`config.mk`:
```
export PLATFORM = sky130hd
export DESIGN_NAME = video_layer_mixer
export DESIGN_NICKNAME = d
export VERILOG_FILES = /design/src/rtl/video_mixer_pkg.sv /design/src/rtl/video_mixer_io_regs.sv /design/src/rtl/video_layer_mixer.sv
export SDC_FILE = /design/constraint.sdc
export NUM_CORES = 1
export LEC_CHECK = 0
export ABC_CLOCK_PERIOD_IN_PS = 1400
export CAP_MARGIN = 10
export CORE_ASPECT_RATIO = 0.75
export CORE_MARGIN = 2
export CORE_UTILIZATION = 38
export CTS_CLUSTER_DIAMETER = 120
export CTS_CLUSTER_SIZE = 12
export DETAILED_ROUTE_END_ITERATION = 16
export PLACE_DENSITY_LB_ADDON = 0.15
export SETUP_SLACK_MARGIN = 0.05
export SYNTH_ARGS = -nofsm -noshare
export SYNTH_HDL_FRONTEND = slang
export SYNTH_SLANG_ARGS = --single-unit
```
`constraint.sdc`:
```
create_clock -name clk -period 1.4 [get_ports clk]
set_input_delay 0.42 -clock clk [delete_from_list [all_inputs] [get_ports clk]]
set_output_delay 0.42 -clock clk [all_outputs]
set_load 0.1 [all_outputs]
```
`src/rtl/video_mixer_pkg.sv`:
```
// Shared register offsets, CTRL bit positions, reset values and the control-field
// struct for the video layer mixer.
package video_mixer_pkg;

  localparam logic [7:0] OFS_CTRL        = 8'd0;
  localparam logic [7:0] OFS_LAYER_EN    = 8'd1;
  localparam logic [7:0] OFS_BACKDROP_LO = 8'd2;
  localparam logic [7:0] OFS_BACKDROP_HI = 8'd3;

  localparam int CTRL_SCANLINE_BIT = 0;
  localparam int CTRL_BG_BIT       = 1;
  localparam int CTRL_DIM_LSB      = 2;
  localparam int CTRL_SCREEN_BIT   = 7;

  localparam logic [7:0]  CTRL_RESET     = 8'h8A;
  localparam logic [7:0]  LAYER_EN_RESET = 8'hFF;
  localparam logic [15:0] BACKDROP_RESET = 16'h0000;

  typedef struct packed {
    logic       screen_en;
    logic [1:0] dim_shift;
    logic       bg_en;
    logic       scanline_en;
  } ctrl_t;

  localparam ctrl_t CTRL_RESET_FIELDS = '{
    screen_en:   CTRL_RESET[CTRL_SCREEN_BIT],
    dim_shift:   CTRL_RESET[CTRL_DIM_LSB +: 2],
    bg_en:       CTRL_RESET[CTRL_BG_BIT],
    scanline_en: CTRL_RESET[CTRL_SCANLINE_BIT]
  };

endpackage

```
`src/rtl/video_mixer_io_regs.sv`:
```
// I/O strobe capture, address decode and register storage for the video layer mixer.
// A strobe held low is a single write; it re-arms only after io_in is seen high.
module video_mixer_io_regs
  import video_mixer_pkg::*;
#(
  parameter int         NUM_LAYERS = 4,
  parameter int         PW         = 12,
  parameter logic [7:0] IO_BASE    = 8'h20
) (
  input  logic                  clk,
  input  logic                  rst_n,
  input  logic                  io_in,
  input  logic [15:0]           io_address_in,
  input  logic [7:0]            io_data_in,
  output logic                  screen_en_o,
  output logic                  bg_en_o,
  output logic                  scanline_en_o,
  output logic [1:0]            dim_shift_o,
  output logic [NUM_LAYERS-1:0] layer_en_o,
  output logic [PW-1:0]         backdrop_o
);

  ctrl_t                 ctrl_q, ctrl_d;
  logic [NUM_LAYERS-1:0] layer_en_q, layer_en_d;
  logic [PW-1:0]         backdrop_q, backdrop_d;
  logic                  ack_q, ack_d;
  logic                  accept;
  logic [7:0]            addr;
  logic                  unused_addr_hi;

  assign unused_addr_hi = ^io_address_in[15:8];
  assign addr           = io_address_in[7:0];
  assign accept         = ~io_in & ~ack_q;
  assign ack_d          = ~io_in;

  always_comb begin
    ctrl_d     = ctrl_q;
    layer_en_d = layer_en_q;
    backdrop_d = backdrop_q;
    if (accept) begin
      if (addr == IO_BASE + OFS_CTRL) begin
        ctrl_d.screen_en   = io_data_in[CTRL_SCREEN_BIT];
        ctrl_d.dim_shift   = io_data_in[CTRL_DIM_LSB +: 2];
        ctrl_d.bg_en       = io_data_in[CTRL_BG_BIT];
        ctrl_d.scanline_en = io_data_in[CTRL_SCANLINE_BIT];
      end
      if (addr == IO_BASE + OFS_LAYER_EN) begin
        layer_en_d = io_data_in[NUM_LAYERS-1:0];
      end
      // Backdrop bits above PW simply have no storage, which truncates the value.
      for (int b = 0; b < PW; b++) begin
        if (b < 8) begin
          if (addr == IO_BASE + OFS_BACKDROP_LO) backdrop_d[b] = io_data_in[b[2:0]];
        end else begin
          if (addr == IO_BASE + OFS_BACKDROP_HI) backdrop_d[b] = io_data_in[b[2:0]];
        end
      end
    end
  end

  always_ff @(posedge clk) begin
    if (!rst_n) begin
      ctrl_q     <= CTRL_RESET_FIELDS;
      layer_en_q <= LAYER_EN_RESET[NUM_LAYERS-1:0];
      backdrop_q <= BACKDROP_RESET[PW-1:0];
      ack_q      <= 1'b0;
    end else begin
      ctrl_q     <= ctrl_d;
      layer_en_q <= layer_en_d;
      backdrop_q <= backdrop_d;
      ack_q      <= ack_d;
    end
  end

  assign screen_en_o   = ctrl_q.screen_en;
  assign bg_en_o       = ctrl_q.bg_en;
  assign scanline_en_o = ctrl_q.scanline_en;
  assign dim_shift_o   = ctrl_q.dim_shift;
  assign layer_en_o    = layer_en_q;
  assign backdrop_o    = backdrop_q;

endmodule

```
`src/rtl/video_layer_mixer.sv`:
```
// N-layer priority compositor with backdrop, blanking and scanline dimming (two-stage pipeline).
// Scanline dimming is built only when VIDEO_MIXER_SCANLINE_EN is defined.
module video_layer_mixer
  import video_mixer_pkg::*;
#(
  parameter int         NUM_LAYERS = 4,
  parameter int         CW         = 4,
  parameter int         FG_LAYER   = 1,
  parameter logic [7:0] IO_BASE    = 8'h20
) (
  input  logic                         clk,
  input  logic                         rst_n,
  input  logic                         vga_h_sync,
  input  logic                         vga_v_sync,
  input  logic                         in_display_area,
  input  logic                         counter_y_lsb,
  input  logic [NUM_LAYERS*3*CW-1:0]   layer_data,
  input  logic [NUM_LAYERS-1:0]        layer_active,
  input  logic                         foreground_mask,
  input  logic                         io_in,
  input  logic [15:0]                  io_address_in,
  input  logic [7:0]                   io_data_in,
  output logic [CW-1:0]                vga_r,
  output logic [CW-1:0]                vga_g,
  output logic [CW-1:0]                vga_b,
  output logic                         vga_h_sync_out,
  output logic                         vga_v_sync_out,
  output logic                         vga_de_out
);

  localparam int PW = 3 * CW;

  logic                  screen_en, bg_en, scanline_en;
  logic [1:0]            dim_shift;
  logic [NUM_LAYERS-1:0] layer_en;
  logic [PW-1:0]         backdrop;

  video_mixer_io_regs #(
    .NUM_LAYERS (NUM_LAYERS),
    .PW         (PW),
    .IO_BASE    (IO_BASE)
  ) u_io_regs (
    .clk           (clk),
    .rst_n         (rst_n),
    .io_in         (io_in),
    .io_address_in (io_address_in),
    .io_data_in    (io_data_in),
    .screen_en_o   (screen_en),
    .bg_en_o       (bg_en),
    .scanline_en_o (scanline_en),
    .dim_shift_o   (dim_shift),
    .layer_en_o    (layer_en),
    .backdrop_o    (backdrop)
  );

  logic [PW-1:0] layer_pix [NUM_LAYERS];

  for (genvar gi = 0; gi < NUM_LAYERS; gi++) begin : g_unpack
    assign layer_pix[gi] = layer_data[gi*PW +: PW];
  end

  logic [NUM_LAYERS-1:0] opaque;
  logic [PW-1:0]         pix_d, pix_q;
  logic                  de_q, hs_q, vs_q, screen_q;

  // Walk from the background upward so the lowest-index opaque layer is written last.
  always_comb begin
    opaque = layer_active & layer_en;
    if (foreground_mask) opaque[FG_LAYER] = 1'b0;
    if (!bg_en) opaque[NUM_LAYERS-1] = 1'b0;
    pix_d = backdrop;
    for (int i = NUM_LAYERS - 1; i >= 0; i--) begin
      if (opaque[i]) pix_d = layer_pix[i];
    end
  end

  // Control fields travel with the pixel so a write reaches the outputs exactly 2 cycles later.
  always_ff @(posedge clk) begin
    if (!rst_n) begin
      pix_q    <= '0;
      de_q     <= 1'b0;
      hs_q     <= 1'b0;
      vs_q     <= 1'b0;
      screen_q <= 1'b0;
    end else begin
      pix_q    <= pix_d;
      de_q     <= in_display_area;
      hs_q     <= vga_h_sync;
      vs_q     <= vga_v_sync;
      screen_q <= screen_en;
    end
  end

  logic          de_d;
  logic [CW-1:0] r_d, g_d, b_d;

  assign de_d = de_q & screen_q;

`ifdef VIDEO_MIXER_SCANLINE_EN
  logic       line_q, scan_q;
  logic [1:0] dim_q;

  always_ff @(posedge clk) begin
    if (!rst_n) begin
      line_q <= 1'b0;
      scan_q <= 1'b0;
      dim_q  <= 2'd0;
    end else begin
      line_q <= counter_y_lsb;
      scan_q <= scanline_en;
      dim_q  <= dim_shift;
    end
  end
`else
  logic unused_scanline;
  assign unused_scanline = ^{counter_y_lsb, scanline_en, dim_shift};
`endif

  always_comb begin
    r_d = pix_q[2*CW +: CW];
    g_d = pix_q[CW +: CW];
    b_d = pix_q[0 +: CW];
`ifdef VIDEO_MIXER_SCANLINE_EN
    if (scan_q && !line_q) begin
      r_d = r_d >> dim_q;
      g_d = g_d >> dim_q;
      b_d = b_d >> dim_q;
    end
`endif
    if (!de_d) begin
      r_d = '0;
      g_d = '0;
      b_d = '0;
    end
  end

  always_ff @(posedge clk) begin
    if (!rst_n) begin
      vga_r          <= '0;
      vga_g          <= '0;
      vga_b          <= '0;
      vga_h_sync_out <= 1'b0;
      vga_v_sync_out <= 1'b0;
      vga_de_out     <= 1'b0;
    end else begin
      vga_r          <= r_d;
      vga_g          <= g_d;
      vga_b          <= b_d;
      vga_h_sync_out <= hs_q;
      vga_v_sync_out <= vs_q;
      vga_de_out     <= de_d;
    end
  end

endmodule

```
Word level (Yosys, flattened, before mapping)

Cells that the tools add are included.

Logic and storage cells: 37
Input port bits: 84
Register bits after elaboration: 50

Muxes and demuxes: 6
Reductions and logical operators: 5
Eq/ne operators: 4
Bitwise gates (word level): 5

Operators by type and width:

| operator                                       | count |
|---|---|
| two-way mux 12 bit                             | 4 |
| == test 8 x 6 -> 1 bit (second input constant) | 4 |
| AND reduction 2 bit                            | 5 |
| bitwise AND 4 bit                              | 1 |
| bitwise AND 1 bit                              | 2 |
| two-way mux 1 bit                              | 2 |
| inverter 1 bit                                 | 2 |

Logic depth before layout (Yosys ltp)

Depth in word-level cells: 6
Gate-level depth with buffers: 5
Depth with buffers taken out: 3

By module

A second synthesis with hierarchy kept.

Cell total of the unflattened synthesis: 259
Area, all modules: 2593.7 um^2

Modules (own cells, without submodules):

| module              | cells an instance | times used | sequential area each (um^2) | area each (um^2) |
|---|---|---|---|---|
| video_layer_mixer   | 169               | 1          | 620.6                       | 1651.6 |
| video_mixer_io_regs | 90                | 1          | 440.4                       | 942.2 |

Least setup slack after synthesis

OpenSTA, ideal clock, no wires.

Kind: input to register
Start point: input io_address_in[3]
End point: register u_io_regs.backdrop_q[10], in the netlist u_io_regs.backdrop_o[10]
Library setup time: 0.126 ns
Cell stages on the path: 3
Path slack: -0.048 ns
Arrival time: 1.322 ns
Buffers on the path: 0
Required time: 1.274 ns
Path through: nor4b_4 > nand4_1 > mux2i_1

Longest elaborated chain between the ends: 2

Ends and longest elaborated chain:

| item                          | RTL line                  | source |
|---|---|---|
| start, declared               | video_layer_mixer.sv:21   | `input logic [15:0] io_address_in,` |
| == test 8 x 6 -> 1 bit        | -                         |  |
| AND reduction 2 bit (no line) | -                         |  |
| end signal, assigned          | video_mixer_io_regs.sv:65 | `backdrop_q <= BACKDROP_RESET[PW-1:0];` |
| end signal, assigned          | video_mixer_io_regs.sv:70 | `backdrop_q <= backdrop_d;` |
| end, declared                 | video_mixer_io_regs.sv:25 | `logic [PW-1:0] backdrop_q, backdrop_d;` |

Every way passes these cells.
A chain may end at the register's enable or synchronous reset.

Worst setup path after layout

Start point: input layer_active[0]
End point: register pix_q[9]

Longest elaborated chain between the ends: 2

Ends and longest elaborated chain:

| item                 | RTL line                | source |
|---|---|---|
| start, declared      | video_layer_mixer.sv:18 | `input logic [NUM_LAYERS-1:0] layer_active,` |
| bitwise AND 4 bit    | video_layer_mixer.sv:68 | `opaque = layer_active & layer_en;` |
| two-way mux 12 bit   | video_layer_mixer.sv:73 | `if (opaque[i]) pix_d = layer_pix[i];` |
| end signal, assigned | video_layer_mixer.sv:86 | `pix_q <= pix_d;` |
| end, declared        | video_layer_mixer.sv:63 | `logic [PW-1:0] pix_d, pix_q;` |

Every way passes these cells.

==> run summary <==
number of diodes: 0
htree depth: 2
fin crit share: 0.9289
outcome: completed
Die ar.: 6839 um^2
drt first pass iters: 4
crit path cell chain: clkdlybuf4s50_1, buf_4, nand3b_1, o211ai_1, o21ai_0
asr flop ratio synth: 0
CP Capture Type: flop
Num CTS Buffers: 5
Synth Area in Adders: 0
hold path depth: 2
area growth from synthesis to layout: 61.89%
Core Box Area: 5886 um^2
wire length per cell: 16.04 um
Non-Filler Instances: 432
top post-synthesis cells by area: dfxtp_1, mux2i_1, mux2_2
1st-iter DRT viols: 81
gr ovfl total: 0
synthesized area: 2351 um^2
Worst-Margin Slew: 464.8 ps
Seq/Total Area, Yosys: 0.4258
synthesis warning total: 0
Crit path max-delay family: buffers and inverters
antenna viol nets, final: 0
largest family of logic cells by synthesized area: simple AND/OR/NAND/NOR gates
FILL cells: 535
mux cell area share after synthesis: 0.1171
first-pass GRT wire length: 11.30 mm
CP bufs+invs: 2
floorplan row count: 24
CTS tree: yes
relative slew slack: 0.6902
Setup Skew: 7.450 ps
RSZ-0062 raised after global routing: false
CP max stage delay: 510 ps
Yosys top cell area share: 0.4258
post-synthesis xor/xnor area fraction: 0
vias per inst: 5.345
EDFF count, synth: 0
Main synth FF type: dfxtp_1
post-synthesis compound-gate area fraction: 0.1724
HPWL Detailed: 5.232 mm
crit path max fanout: 12
slowest CP cell: clkdlybuf4s50_1
CTS Sinks: 50
Yosys top cell by area: dfxtp_1
vias in the first global route: 2,346
Period minus WS final: 1301 ps
Hold-fix buffers, CTS: 0
largest net degree at the start of global routing: 27
initial core utilization: 0.3994
Yosys reg bits: 50
GRT Util Overall: 0.2136
Syn Inst Count: 252
Clock Tree Buf Depth: 2
port buffer count: 89
Die X: 94.83 um
total power per unit cell area: 786.9 nW/um^2
simple-gate share of the synthesized area: 0.2395
max-cap violations: 0
Critical Path RT: 1600 ps
Cell variety after synth: 26
Final setup viols: 0
final core utilization: 0.6467
Avg Inst Size Synth: 9.329 um^2
CTS Root Cell: clkbuf_8
num ports: 99
Nets: 437
Residual DRC: 0
ratio of cells with drive above 1 in the final layout: 0.2147
Leakage: 1.598 nW
Die Y: 72.12 um
Reg2Reg Depth: 4
critical path type: in -> reg
dpl cells: 421
fmax: 0.7689 GHz
CP startpoint kind: input pin
final hold vios: 0
worst skew pair latency: 310 ps
Pins Over Slew Limit: 0
syn_nets: 336
initial antenna violation count: 0
crit path DAT: 1500 ps
gpl congestion: 0.8303
HP Class: in -> reg
Clock transition at path regs: 90 ps
Crit path depth: 5
Worst R2R Setup Slack: 120 ps
via count: 2,309
peak supply drop: 0.3667 mV
final WL: 6.931 mm
[power breakdown]
part | leakage (nW) | internal, mW | total [mW] | switching [mW]
Clock | 0.0482 | 0.400 | 0.867 | 0.468
Combinational | 1.14 | 0.365 | 0.640 | 0.275
Sequential | 0.409 | 1.47 | 1.49 | 0.0158
Total | 1.60 | 2.24 | 3.00 | 0.758
[cells in the mapped netlist, drive strengths merged, types with 2 or more instances]
library cell  instances
nand3                 2
and3                  2
nand3b               13
nor2                  6
o2111ai              11
mux2                 12
a211oi                2
mux2i                14
a21oi                24
nand2                22
clkbuf               15
dfxtp                50
o21ai                12
nor3                  2
buf                   7
and2                 19
nand4                 5
and4b                12
o211ai               14
inv                   4
[state kept, by name, summed over array words and instances, names as in the netlist]
register / cells
vga_v_sync_out: 1
u_io_regs.ack_q: 1
u_io_regs.bg_en_o: 1
vga_de_out: 1
vs_q: 1
vga_r: 4
de_q: 1
u_io_regs.layer_en_o: 4
vga_g: 4
u_io_regs.screen_en_o: 1
pix_q: 12
hs_q: 1
u_io_regs.backdrop_o: 12
vga_b: 4
screen_q: 1
vga_h_sync_out: 1
[routing by layer]
metal / vias to the layer above / global-route usage / wire length [um]
li1: 1133 / - / -
met1: 1073 / 0.2925 / 3161
met2: 93 / 0.3428 / 3176
met3: 10 / 0.04569 / 499
met4: 0 / 0.05958 / 93
met5: - / 0 / 0
[worst register-to-register path: cells and delay by family, from the launching register on]
family	cells	cell delay, ps
AO/OA/AOI/OAI	1	150
buffers and inverters	1	290
flip-flops	1	390
AND/OR/NAND/NOR	1	120
multiplexers	1	270
[area by class of cell]
type / count / area, um^2 / share of cell area
Timing Repair Buffer: 116 / 1306 / 0.3432
Multi-Input combinational cell: 176 / 1292 / 0.3396
Sequential cell: 50 / 1003 / 0.2636
Tap cell: 78 / 97.59 / 0.02564
Clock buffer: 7 / 86.33 / 0.02268
Inverter: 4 / 15.01 / 0.003945
Clock inverter: 1 / 5.005 / 0.001315
[through the flow]
step | setup WS, ps | power [mW] | TNS, ps | hold slack [ps] | instance area [um^2]
floorplan | -47.15 | 1.778 | -234.2 | 405.7 | 2351
global placement | -500.0 | 2.130 | -13330 | 407.8 | 3623
detailed placement | -568.7 | 2.138 | -14350 | 413.5 | 3623
CTS | 78.16 | 2.993 | 0 | 425.9 | 3782
global route | 50.82 | 3.125 | 0 | 447.6 | 3806
finish | 99.49 | 2.995 | 0 | 428.1 | 3806
[path summary, 6_finish.rpt]
check,from,end
setup / recovery,layer_active[0],pix_q[9]$_SDFF_PN0_
hold / removal,rst_n,vs_q$_SDFF_PN0_
setup reg to reg,u_io_regs.layer_en_o[3]$_SDFFE_PN1P_,pix_q[6]$_SDFF_PN0_
hold reg to reg,pix_q[5]$_SDFF_PN0_,vga_g[1]$_SDFF_PN0_
[layout by cell type, fill, tap and decap left out, drive strengths merged]
cell / n
dlygate4sd2: 12
nand3b: 13
and4b: 12
nor3: 2
inv: 4
bufbuf: 1
o21ai: 12
clkinv: 1
nand4: 5
and2: 19
buf: 42
nand3: 2
mux2i: 14
a21oi: 24
mux2: 12
and3: 2
nor4b: 1
and4: 1
nor2: 6
clkbuf: 7
o2111ai: 11
nor3b: 1
a211oi: 2
a211o: 1
o211ai: 14
clkdlybuf4s50: 60
clkdlybuf4s15: 1
dfxtp: 50
nand2: 22
[cell families after synthesis]
logic type             Yosys count
muxes                           26
buffers and inverters           26
AOI/OAI and AO/OA               64
DFF                             50
and+or+nand+nor                 86
[what timing repair did]
item / 4_1_cts / 5_1_grt
pin swaps: 4 / 5
cloned: 1 / 0
endpoints found under the setup margin: 30 / 24
gates resized for setup: 25 / 11
setup buffers: 2 / 0
(Power assumes the default switching activity.)
